### src/rtl/bpu_update_queue.sv
// bpu_update_queue: buffers BHT/BTB training writes from the int writeback stage
// and drains them into the predictor arrays whenever the frontend read port is idle.
// Upstream cannot stall, so a request that finds the queue full is counted as dropped.

`ifndef BHTBTB_INDEX_WIDTH
`define BHTBTB_INDEX_WIDTH 8
`endif

module bpu_update_queue #(
    parameter int unsigned DEPTH     = 4,
    parameter int unsigned BHT_IDX_W = `BHTBTB_INDEX_WIDTH,
    parameter int unsigned BTB_IDX_W = 9,
    parameter int unsigned BTB_W     = 129,
    parameter int unsigned CNT_W     = 16,
    localparam int unsigned PTR_W    = $clog2(DEPTH) + 1
) (
    input  logic                 clock,
    input  logic                 reset,
    input  logic                 in_bht_we,
    input  logic [BHT_IDX_W-1:0] in_bht_index,
    input  logic [1:0]           in_bht_sel,
    input  logic                 in_bht_inc,
    input  logic                 in_bht_dec,
    input  logic                 in_bht_valid,
    input  logic                 in_btb_ce,
    input  logic                 in_btb_we,
    input  logic [BTB_W-1:0]     in_btb_wmask,
    input  logic [BTB_IDX_W-1:0] in_btb_index,
    input  logic [BTB_W-1:0]     in_btb_din,
    input  logic                 bpu_read_busy,
    input  logic                 flush_queue,
    output logic                 out_bht_we,
    output logic [BHT_IDX_W-1:0] out_bht_index,
    output logic [1:0]           out_bht_sel,
    output logic                 out_bht_inc,
    output logic                 out_bht_dec,
    output logic                 out_bht_valid,
    output logic                 out_btb_ce,
    output logic                 out_btb_we,
    output logic [BTB_W-1:0]     out_btb_wmask,
    output logic [BTB_IDX_W-1:0] out_btb_index,
    output logic [BTB_W-1:0]     out_btb_din,
    output logic [PTR_W-1:0]     q_count,
    output logic [CNT_W-1:0]     drop_cnt,
    output logic                 overflow_sticky
);

    typedef struct packed {
        logic                 bht_we;
        logic [BHT_IDX_W-1:0] bht_index;
        logic [1:0]           bht_sel;
        logic                 bht_inc;
        logic                 bht_dec;
        logic                 bht_valid;
        logic                 btb_ce;
        logic                 btb_we;
        logic [BTB_W-1:0]     btb_wmask;
        logic [BTB_IDX_W-1:0] btb_index;
        logic [BTB_W-1:0]     btb_din;
    } entry_t;

    entry_t             mem_q [DEPTH];
    entry_t             in_entry;
    entry_t             out_q, out_d;
    logic [PTR_W-1:0]   wr_q, wr_d, rd_q, rd_d;
    logic [PTR_W-1:0]   count_q, count_d;
    logic [CNT_W-1:0]   drop_q, drop_d;
    logic               sticky_q, sticky_d;
    logic               enq, deq, push, drop, empty, full;

    // Pack the incoming request; a half that is not being written carries zero enables.
    always_comb begin
        in_entry.bht_we    = in_bht_we;
        in_entry.bht_index = in_bht_index;
        in_entry.bht_sel   = in_bht_sel;
        in_entry.bht_inc   = in_bht_inc;
        in_entry.bht_dec   = in_bht_dec;
        in_entry.bht_valid = in_bht_valid;
        in_entry.btb_ce    = in_btb_ce & in_btb_we;
        in_entry.btb_we    = in_btb_ce & in_btb_we;
        in_entry.btb_wmask = in_btb_wmask;
        in_entry.btb_index = in_btb_index;
        in_entry.btb_din   = in_btb_din;
    end

    // Queue control: a full queue still accepts when the head leaves the same cycle.
    always_comb begin
        enq   = in_bht_we | (in_btb_ce & in_btb_we);
        empty = (wr_q == rd_q);
        full  = (wr_q[PTR_W-2:0] == rd_q[PTR_W-2:0]) && (wr_q[PTR_W-1] != rd_q[PTR_W-1]);
        deq   = !empty && !bpu_read_busy && !flush_queue;
        push  = enq && !flush_queue && (!full || deq);
        drop  = enq && !flush_queue && full && !deq;
    end

    // Next-state for pointers, occupancy, drop accounting and the output register.
    always_comb begin
        wr_d          = wr_q;
        rd_d          = rd_q;
        count_d       = count_q;
        drop_d        = drop_q;
        sticky_d      = sticky_q;
        out_d         = out_q;
        out_d.bht_we  = 1'b0;
        out_d.btb_ce  = 1'b0;
        out_d.btb_we  = 1'b0;
        if (flush_queue) begin
            rd_d    = wr_q;
            count_d = '0;
        end else begin
            if (push) begin
                wr_d = wr_q + 1'b1;
            end
            if (deq) begin
                rd_d  = rd_q + 1'b1;
                out_d = mem_q[rd_q[PTR_W-2:0]];
            end
            case ({push, deq})
                2'b10:   count_d = count_q + 1'b1;
                2'b01:   count_d = count_q - 1'b1;
                default: count_d = count_q;
            endcase
        end
        if (drop) begin
            sticky_d = 1'b1;
            if (drop_q != '1) begin
                drop_d = drop_q + 1'b1;
            end
        end
    end

    // State registers; reset clears everything including any pending output pulse.
    always_ff @(posedge clock) begin
        if (reset) begin
            wr_q     <= '0;
            rd_q     <= '0;
            count_q  <= '0;
            drop_q   <= '0;
            sticky_q <= 1'b0;
            out_q    <= '0;
        end else begin
            wr_q     <= wr_d;
            rd_q     <= rd_d;
            count_q  <= count_d;
            drop_q   <= drop_d;
            sticky_q <= sticky_d;
            out_q    <= out_d;
        end
    end

    // Entry storage; contents need no reset since the pointers define validity.
    always_ff @(posedge clock) begin
        if (!reset && push) begin
            mem_q[wr_q[PTR_W-2:0]] <= in_entry;
        end
    end

    assign out_bht_we      = out_q.bht_we;
    assign out_bht_index   = out_q.bht_index;
    assign out_bht_sel     = out_q.bht_sel;
    assign out_bht_inc     = out_q.bht_inc;
    assign out_bht_dec     = out_q.bht_dec;
    assign out_bht_valid   = out_q.bht_valid;
    assign out_btb_ce      = out_q.btb_ce;
    assign out_btb_we      = out_q.btb_we;
    assign out_btb_wmask   = out_q.btb_wmask;
    assign out_btb_index   = out_q.btb_index;
    assign out_btb_din     = out_q.btb_din;
    assign q_count         = count_q;
    assign drop_cnt        = drop_q;
    assign overflow_sticky = sticky_q;

endmodule
### config.mk
export PLATFORM = sky130hd
export DESIGN_NAME = bpu_update_queue
export DESIGN_NICKNAME = d
export VERILOG_FILES = /design/src/rtl/bpu_update_queue.sv
export SDC_FILE = /design/constraint.sdc
export NUM_CORES = 1
export LEC_CHECK = 0
export BUFFER_PORTS_ARGS = -buffer_cell sky130_fd_sc_hd__buf_2
export CORE_MARGIN = 8
export CORE_UTILIZATION = 45
export DETAILED_ROUTE_END_ITERATION = 8
export SYNTH_ARGS = -nofsm -noshare
export SYNTH_HDL_FRONTEND = slang
export SYNTH_SLANG_ARGS = --single-unit
### constraint.sdc
create_clock -name clock -period 11.1 [get_ports clock]
set_input_delay 1.11 -clock clock [delete_from_list [all_inputs] [get_ports clock]]
set_output_delay 1.11 -clock clock [all_outputs]
set_load 0.005 [all_outputs]
# ---- Word level (Yosys, flattened, before mapping)
# Memories as Yosys holds them, arrays and structs flattened. A register that Yosys moved wholly into a read port is not among the register bits.
# Index checks and enable logic that the tools add are counted.
# Widths: inputs -> output; s select.
dict set report word_totals {
  mem_bits_ro 0
  out_inout_bits 303
  memories 1
  ram_bits 1132
  register_bits 309
  input_bits 287
  latch_bits 0
}
# memory depth width read_ports rd_clocked_by_memory_dff write_ports line_no
set mem_list {}
lappend mem_list {mem_q 4 283 1 1 1 62} ;# entry_t mem_q [DEPTH];
dict set report op_classes {
  n_div 0
  n_eq_ne 6
  muxes 7
  add_sub_neg 5
  bitwise_logic 4
  mul 0
  magnitude_cmp 0
  n_reduce_logical 22
  shift 0
}
# operator n
set ops {}
lappend ops {{$add 16x1->16 const B} 1}
lappend ops {{$ne 16x16->1 const B} 1}
lappend ops {{$add 3x1->3 const B} 3}
lappend ops {{$logic_and 1x1->1} 8}
lappend ops {{$logic_not 1->1} 6}
lappend ops {{$mux 3} 2}
lappend ops {{$pmux 3 s2} 1}
lappend ops {{$reduce_and 2->1} 3}
lappend ops {{$mux 2} 2}
lappend ops {{$reduce_bool 2->1} 2}
lappend ops {{$eq 3x3->1} 1}
lappend ops {{$reduce_or 3->1} 1}
lappend ops {{$sub 3x1->3 const B} 1}
lappend ops {{$eq 2x1->1 const B} 1}
lappend ops {{$eq 2x2->1} 1}
lappend ops {{$eq 2x2->1 const B} 1}
lappend ops {{$mux 1} 2}
lappend ops {{$not 1->1} 2}
lappend ops {{$reduce_or 2->1} 1}
lappend ops {{$and 1x1->1} 1}
lappend ops {{$logic_or 1x1->1} 1}
lappend ops {{$ne 1x1->1} 1}
lappend ops {{$or 1x1->1} 1}

# ---- Depth between registers and ports, before layout
dict set report logic_depth {
  word_depth 9
  depth_mapped 8
  depth_no_buf 6
}

# ---- Worst setup path after synthesis
# No wires, ideal clock.
dict set report synth_path {
  path_type {input-to-reg}
  from {in in_btb_ce}
  to {mem mem_q[0][0] (netlist name), enable pin}
  setup_slack_ns 1.976
  setup_ns 0.681
  arrival_ns 8.443
  stages 6
  t_required_ns 10.419
  path_cell_list {a21oi_1 > nor2_1 > clkbuf_1 > nand2_1 > nor2_1 > and2_1}
}
dict set report synth_between {
  elab_chain_cells 7
}
# element line_no
set synth_rtl {}
lappend synth_rtl {{from (decl)} 25} ;# input logic in_btb_ce,
lappend synth_rtl {{$and 1x1->1} 88} ;# enq = in_bht_we | (in_btb_ce & in_btb_we);
lappend synth_rtl {{$or 1x1->1} 88}
lappend synth_rtl {{$logic_and 1x1->1 (2 in series)} 92} ;# push = enq && !flush_queue && (!full || deq);
lappend synth_rtl {{$logic_and 1x1->1} 153} ;# if (!reset && push) begin
lappend synth_rtl {{$mux 1} 153}
lappend synth_rtl {{$mux 1 (implied by the code)} 154} ;# mem_q[wr_q[PTR_W-2:0]] <= in_entry;
lappend synth_rtl {{to (decl)} 62}
# No other way between the ends.

==> run metrics <==
status=finished, final reports clean; max-slew violations=0; Post-Syn Area=51600 µm²; post-route ant nets=0; worst skew pair latency=0.73 ns; Synth Register Bits=1438; Setup Fix Bufs, Post-CTS=0; Synth top cells by count=1128 x edfxtp_1, 571 x nand2_1, 310 x dfxtp_1; MaxCap Viol Count=0; post-cts sizing count=0; Netlist cell types=46; fin crit share=0.332; reg-to-reg endpoint=out_btb_din[14]$_SDFFE_PP0P_; Syn-to-layout area delta=18.0%; hold_buf cts=0; share of post-route cells with drive strength above 1=0.309; CP Capture Type=register; I/O pin cnt=590; Detail Placement HPWL=69000 µm; Die Area=126000 µm²; WL/cell=22.9 µm; site row count=124; Seq. cell area=40100 µm²; clk buf depth=3; area of the multi-input gates=10800 µm²; pre-CTS WS=6.99 ns; fmax=0.271 GHz; register area share after synthesis=0.776; first-pass GRT wire length=175000 µm; H-tree Lvls=4; relative slew slack=0.198; core area=114000 µm²; share of Yosys cell area claimed by the top area cell type=0.656; final worst setup slack=7.41 ns; Req. time, crit path=11.65 ns; critical path arrival=4.24 ns; Hold Fails Final Rpt=0; # nets final=3761; R2R Setup Slk=7.41 ns; R2R depth=5; largest net degree at the start of global routing=163; Crit Path Max Fanout=100; CTS tree=done; PortBufs=589; overall power=11.6 mW; maximum VDD drop=142 µV; most common cell in the netlist=edfxtp_1; Num CTS Buffers=149; syn_area_per_cell=18.0 µm²; Top FF cell, synth=edfxtp_1; Fin Setup TNS=0 ns; EDFF count, synth=1128; startpoint types=register; WL final=118000 µm; CTS sink cnt=1438; Starting Density=0.453; hold endpoint=out_btb_wmask[7]$_SDFFE_PP0P_; die height=355 µm; share of synthesized flip-flops with an asynchronous set or reset=0; die width=355 µm; Pleak=20.6 nW; syn_nets=3161; DRT iter0 DRCs=1821; vias in the first global route=27469; filler instances=9189; Period minus WS final=3.69 ns; # DRC=0; synthesized instance count=2867; Vias=27128; root buffer cell=clkbuf_16; Worst Min Path Start=out_btb_wmask[7]$_SDFFE_PP0P_; Hold Crit Depth=2; # setup viols final=0; yosys warns=0; Vias per Instance=5.28; largest area contributor in the netlist=edfxtp_1; worst slew pin tran=1.20 ns; clk slew on worst S/H paths=0.06 ns; ranking of synthesized cells by area=edfxtp_1 66%, mux4_2 12%, dfxtp_1 12%; DR pass1 iterations=7; PwrDens=190 nW/µm²; RSZ-0062 raised after global routing=false; Clock Skew=0.0218 ns; total track usage=0.182; placer congestion estimate=0.761; worst min path class=register to register; Worst Path Class, Setup=register to register; grt ovf=0; antenna violations before repair=65
-- registers in the layout, indices dropped and copies added (netlist names), named ones only --
register and flops:
mem_q 1128, out_btb_din 129, out_btb_wmask 129, drop_cnt 16, out_btb_index 9, out_bht_index 8, q_count 3, rd_q 3
wr_q 3, out_bht_sel 2, out_bht_dec 1, out_bht_inc 1, out_bht_valid 1, out_bht_we 1, out_btb_ce 1, overflow_sticky 1
-- critical path, stage by stage (launching register included) --
cell	delay [ns]
dfxtp_4	1.01
buf_12	0.62
buf_4	0.83
mux4_2	0.60
nand2_1	0.08
a21oi_1	0.09
-- worst max-delay path by stage --
stage	from	endpoint	slack, ns
floorplan	in_btb_ce	mem_q[0][0]$_DFFE_PP_	1.98
global placement	flush_queue	out_btb_wmask[102]$_SDFFE_PP0P_	7.03
detailed placement	flush_queue	out_btb_wmask[83]$_SDFFE_PP0P_	6.99
CTS	register	out_btb_din[3]$_SDFFE_PP0P_	7.31
global route	register	out_btb_din[3]$_SDFFE_PP0P_	7.02
finish	register	out_btb_din[14]$_SDFFE_PP0P_	7.41
-- cell families (layout without fill, tap and decap cells) --
family,Yosys count,after routing,synth area share
compound gates,308,308,0.0311
xor+xnor,17,17,0.00303
fa+ha+maj,7,7,0.00184
buf+inv,171,894,0.0150
flops,1438,1438,0.776
mux,286,286,0.124
other cells,0,37,0
simple gates,640,640,0.0492
-- cell usage in the layout (no fill, tap or decap), drive strengths merged, types with 4 or more instances in the layout --
| cell type | netlist | routed |
|---|---|---|
| xor2 | 10 | 10 |
| nor2b | 5 | 5 |
| dfxtp | 310 | 310 |
| buf | 59 | 614 |
| mux4 | 282 | 282 |
| bufinv | 0 | 4 |
| and2 | 5 | 5 |
| inv | 6 | 11 |
| clkinv | 0 | 28 |
| a21oi | 288 | 288 |
| xnor2 | 7 | 7 |
| nor2 | 19 | 19 |
| ha | 6 | 6 |
| nand3 | 6 | 6 |
| nand4 | 9 | 9 |
| diode | 0 | 37 |
| nor3 | 7 | 7 |
| nand2 | 571 | 571 |
| edfxtp | 1128 | 1128 |
| clkbuf | 106 | 237 |
| a211oi | 4 | 4 |
| o31ai | 4 | 4 |
-- report_power, final --
group          total (mW)  switching, mW  internal (mW)
Combinational       0.742          0.415          0.327
Clock                4.78           1.98           2.81
Sequential           6.04         0.0777           5.96
-- layout make-up --
type                            instances  share of cell area
Sequential cell                      1438               0.658
Clock buffer                          237              0.0720
Multi-Input combinational cell       1258               0.177
Antenna cell                           37             0.00152
Tap cell                             1512              0.0310
Clock inverter                         37             0.00567
Timing Repair Buffer                  614              0.0543
Inverter                                6            0.000370
-- stage by stage --
step                hold slack, ns  cells   util  cell area [µm²]
finish                       0.449   5139  0.534            61000
global route                 0.466   5114  0.534            60900
CTS                          0.451   5102  0.534            60900
detailed placement           0.443   4828  0.492            56100
global placement             0.439   4828  0.492            56100
floorplan                    0.453   2867      -            51600
-- routing by layer --
layer	wire length (µm)	global-route usage	up-vias	part of all wire
met5	222	0	-	0.0019
met4	3220	0.0651	32	0.027
met3	9400	0.0561	226	0.080
met2	56900	0.293	781	0.48
met1	47900	0.236	13804	0.41
li1	-	-	12285	-
Note: power is estimated with default switching activity, not from simulation.
